**src/rtl/shift_norm_pkg.sv**
```systemverilog
// rtl/shift_norm_pkg.sv - shared widths, state encoding and direction constants for shift_normalizer
package shift_norm_pkg;

    localparam int WORD_W = 8;
    localparam int AMT_W  = 3;

    localparam logic DIR_LEFT  = 1'b0;
    localparam logic DIR_RIGHT = 1'b1;

    typedef enum logic [1:0] {
        IDLE  = 2'd0,
        SHIFT = 2'd1,
        DONE  = 2'd2
    } state_t;

endpackage

```
**src/rtl/shift_normalizer_zero_count8.sv**
```systemverilog
// rtl/shift_normalizer_zero_count8.sv - zero_count8: combinational leading/trailing-zero priority encoder
module zero_count8
    import shift_norm_pkg::*;
(
    input  logic [WORD_W-1:0] i_word,
    input  logic              i_dir,
    output logic [AMT_W-1:0]  o_count,
    output logic              o_all_zero
);

    // Later loop iterations win, so the scan order picks the priority bit.
    always_comb begin
        o_count = '0;
        if (i_dir == DIR_LEFT) begin
            for (int i = 0; i < WORD_W; i++) begin
                if (i_word[i]) o_count = AMT_W'(WORD_W - 1 - i);
            end
        end else begin
            for (int i = WORD_W - 1; i >= 0; i--) begin
                if (i_word[i]) o_count = AMT_W'(i);
            end
        end
    end

    assign o_all_zero = (i_word == '0);

endmodule

```
**src/rtl/shift_normalizer.sv**
```systemverilog
// rtl/shift_normalizer.sv - left/right justifies an 8-bit word and reports the shift count; SHIFT_NORM_FAST_EN selects single-cycle normalization
module shift_normalizer
    import shift_norm_pkg::*;
(
    input  logic              clk,
    input  logic              rst_n,
    input  logic              in_valid,
    output logic              in_ready,
    input  logic [WORD_W-1:0] a,
    input  logic              dir,
    output logic              out_valid,
    input  logic              out_ready,
    output logic [WORD_W-1:0] y,
    output logic [AMT_W-1:0]  amt,
    output logic              zero
);

    state_t            r_state;
    state_t            w_next;
    logic [WORD_W-1:0] r_work;
    logic              r_dir;
    logic [AMT_W-1:0]  r_amt;
    logic              r_zero;
    logic              w_accept;
    logic              w_shift_done;

`ifdef SHIFT_NORM_FAST_EN
    logic [AMT_W-1:0]  w_cnt;
    logic              w_all_zero;

    zero_count8 u_zero_count8 (
        .i_word     (r_work),
        .i_dir      (r_dir),
        .o_count    (w_cnt),
        .o_all_zero (w_all_zero)
    );

    assign w_shift_done = 1'b1;
`else
    logic w_target;

    assign w_target     = (r_dir == DIR_LEFT) ? r_work[WORD_W-1] : r_work[0];
    assign w_shift_done = (r_work == '0) || w_target;
`endif

    assign w_accept = in_valid && (r_state == IDLE);

    always_ff @(posedge clk or negedge rst_n) begin
        if (!rst_n) r_state <= IDLE;
        else        r_state <= w_next;
    end

    always_comb begin
        w_next    = r_state;
        in_ready  = 1'b0;
        out_valid = 1'b0;
        case (r_state)
            IDLE: begin
                in_ready = 1'b1;
                if (in_valid) w_next = SHIFT;
            end
            SHIFT: begin
                if (w_shift_done) w_next = DONE;
            end
            DONE: begin
                out_valid = 1'b1;
                if (out_ready) w_next = IDLE;
            end
            default: w_next = IDLE;
        endcase
    end

    always_ff @(posedge clk or negedge rst_n) begin
        if (!rst_n) begin
            r_work <= '0;
            r_dir  <= DIR_LEFT;
            r_amt  <= '0;
            r_zero <= 1'b0;
        end else if (w_accept) begin
            r_work <= a;
            r_dir  <= dir;
            r_amt  <= '0;
            r_zero <= 1'b0;
        end else if (r_state == SHIFT) begin
`ifdef SHIFT_NORM_FAST_EN
            r_work <= (r_dir == DIR_LEFT) ? (r_work << w_cnt) : (r_work >> w_cnt);
            r_amt  <= w_cnt;
            r_zero <= w_all_zero;
`else
            if (r_work == '0) begin
                r_zero <= 1'b1;
                r_amt  <= '0;
            end else if (!w_target) begin
                r_work <= (r_dir == DIR_LEFT) ? (r_work << 1) : (r_work >> 1);
                r_amt  <= r_amt + AMT_W'(1);
            end
`endif
        end
    end

    // The work register doubles as the result; it is only meaningful while out_valid is high.
    assign y    = r_work;
    assign amt  = r_amt;
    assign zero = r_zero;

endmodule

```
**config.mk**
```make
export PLATFORM = sky130hd
export DESIGN_NAME = shift_normalizer
export DESIGN_NICKNAME = d
export VERILOG_FILES = /design/src/rtl/shift_norm_pkg.sv /design/src/rtl/shift_normalizer_zero_count8.sv /design/src/rtl/shift_normalizer.sv
export SDC_FILE = /design/constraint.sdc
export NUM_CORES = 1
export LEC_CHECK = 0
export ABC_CLOCK_PERIOD_IN_PS = 2029
export BUFFER_PORTS_ARGS = -buffer_cell sky130_fd_sc_hd__buf_2
export CORE_MARGIN = 2
export CORE_UTILIZATION = 49
export DETAILED_ROUTE_END_ITERATION = 12
export PLACE_DENSITY = 0.86
export SYNTH_ARGS = -nofsm -noshare
export SYNTH_HDL_FRONTEND = slang
export SYNTH_SLANG_ARGS = --single-unit
```
**constraint.sdc**
```tcl
create_clock -name clk -period 2.03 [get_ports clk]
set_input_delay 0.203 -clock clk [delete_from_list [all_inputs] [get_ports clk]]
set_output_delay 0.203 -clock clk [all_outputs]
set_load 0.005 [all_outputs]
```
==> summary.txt <==
Run status
  • Status: finished, final reports clean

Synth
  • Synthesized net count: 101
  • Mean post-synth cell area: 9.74 um^2
  • Ranking of synthesized cells by area: dfrtp_1, mux2i_1, nand2_1
  • Cell variety after synth: 29
  • Synth warn: 0
  • Gate Count Post-Synth: 87
  • Ys flop type: dfrtp_1
  • Fraction of registers with async set/reset: 1.00
  • Post-synth EDFFs: 0
  • Synthesis-stage register bit count: 15
  • Sequential share of the synthesized area: 0.443
  • Most common cell in the netlist: dfrtp_1
  • Synth area leader: dfrtp_1
  • Syn Std Cell Area: 847 um^2
  • Commonest cells post-synth: dfrtp_1, nand2_1, nor2_1, mux2i_1, nand3_1
  • Top-area cell type share of the netlist area: 0.443

Final layout
  • Final nets: 132
  • Antenna cells: 0
  • Layout area overhead: 22.5%
  • Layout cells sized above 1: 0.350

Drt
  • TritonRoute pass-1 iters: 4
  • Post-Route WL: 1810 um
  • DRC: 0
  • Initial DRC count: 13
  • ANT nets after route: 0
  • Post-DR vias/cell: 5.60
  • Total number of vias: 750
  • Drt wl/cell: 13.5 um

Power and ir drop
  • Int Pwr: 885 uW
  • Combinational share of power: 0.513
  • Power Dens Cells: 1460 nW/um^2
  • Leakage: 0.527 nW
  • Sw Pwr: 625 uW
  • Final total power: 1.51 mW
  • Sw Share: 0.414
  • Clock power share: 0.110
  • Seq pwr share: 0.377
  • Max rail drop VDD: 0.808 mV

Timing
  • Worst slew pin tran: 410 ps
  • Fin Setup TNS: 0 ps
  • Skew final: 8.52 ps
  • Fin crit share: 0.901
  • Tmin final: 1830 ps
  • Hold slack: 107 ps
  • Final Hold Vio Count: 0
  • Slew margin rel.: 0.726
  • RSZ-0062 raised after global routing: false
  • Setup violations, final: 0
  • Slew Limit Fails: 0
  • Max Fclk: 546 MHz
  • Worst setup margin: 200 ps

GRT
  • Total global-route track usage: 0.194
  • Grt total ovfl: 0
  • Number of global-route vias before repair: 638
  • Pin count of the biggest net entering global routing: 16
  • Initial antenna violation count: 0
  • First-pass GRT wire length: 2840 um

CTS
  • CTS tree: built
  • Clock Latency Late Sink: 280 ps
  • CTS HTree Levels: 1
  • Clk pin slew, worst setup/hold paths: 90 ps
  • Sink Count: 15
  • CTS root buffer: clkbuf_4
  • CTS buffer count: 3
  • Longest Clk Path Bufs: 2
  • Post-CTS setup buffer count: 0
  • Post-CTS Resized: 0

Die
  • Total die area: 2080 um^2
  • Die outline height: 45.6 um
  • Die X: 45.6 um
  • Total core area: 1670 um^2
  • Site row count: 15
  • Initial Utilization: 0.507
  • I/O pin count: 27

Setup path
  • Critical path class: reg -> reg
  • Crit path DAT: 1970 ps
  • Setup crit end kind: register
  • Critical Path RT: 2170 ps
  • Critical Path Fanout Max: 10
  • CP startpoint kind: register

Placement
  • Port-buffer cells: 26
  • DP Wirelength: 1340 um
  • GP Congestion: 0.805
  • Post-Place Setup Slack: 237 ps

Run
  • Max-cap violations: 0

Worst hold path
  • Hold WC Path Type: in -> reg
[power groups by stage]
stage          sequential, mW  clock (mW)  combinational, mW
3_3_place_gp            0.561           0              0.774
2_1_floorplan           0.561           0              0.527
5_1_grt                 0.589       0.190              0.857
4_1_cts                 0.566       0.173              0.785
6_report                0.569       0.166              0.776
3_5_place_dp            0.571           0              0.781
[per-stage QoR]
step	cell area, um^2	instances	util
after floorplan	847	87	-
after global placement	1000	129	0.599
after detailed placement	1000	129	0.599
after CTS	1040	134	0.621
after global routing	1040	134	0.621
final	1040	134	0.621
[kinds of logic (layout without fill, tap and decap cells)]
kind of cell               after synthesis  in the layout  synth area share
and+or+nand+nor                         40             40             0.242
buffers and inverters                    6             36            0.0384
DFF                                     15             15             0.443
AOI/OAI and AO/OA                       18             18             0.179
adders and majority gates                1              1            0.0148
muxes                                    7              7            0.0827
[area by class of cell]
class	count	area, um^2
fill	153	633
multi-input combinational	66	439
sequential	15	375
timing repair buffer	31	170
clock buffer	3	22.5
tap	17	21.3
clock inverter	1	5.00
inverter	1	3.75
[per-layer routing]
layer	part of all wire	GRT usage	routed length, um	up-vias
li1	-	-	-	370
met1	0.47	0.267	857	353
met2	0.46	0.293	836	23
met3	0.047	0.0238	86	4
met4	0.018	0.106	33	0
met5	0	0	0	-
[what timing repair did]
action | in CTS | in global routing
hold endpoints to repair | 15 | 0
hold buffers | 1 | 0
endpoints found under the setup margin | 0 | 0
[cell usage in the layout, fill, tap and decap left out, drive strengths merged]
master and n:
or2 1, nor3 1, a21oi 2, o21ai 3, clkbuf 3, a32o 2, dfrtp 15, o21bai 1
o211ai 6, and2 1, buf 30, nand3 7, dlygate4sd3 1, clkinv 1, inv 1, nand2 13
a211oi 1, mux2i 7, and2b 1, ha 1, nor2 9, a22o 1, nor2b 4, a31oi 1
or4 2, nor3b 1, o221ai 1
[sequential cells by signal, indices dropped and copies added, names as in the netlist]
name     flops
amt          3
r_state      2
r_dir        1
zero         1
y            8
[final timing paths]
path	slack, ps	depth (start not counted)	to	from
max	200	4	y[1]	y[5]
min reg2reg	520	2	zero	zero
min in group asynchronous	350	2	y[0]	rst_n
max reg2reg	200	4	y[1]	y[5]
max in group asynchronous	1430	2	y[3]	rst_n
min	110	3	r_dir	dir
[worst max-delay path, stage by stage, from the launching register on]
cell	delay (ps)
dfrtp_1	430
or4_4	560
nor2_4	160
or2_1	380
o211ai_1	160
Note: power is estimated with default switching activity, not from simulation.
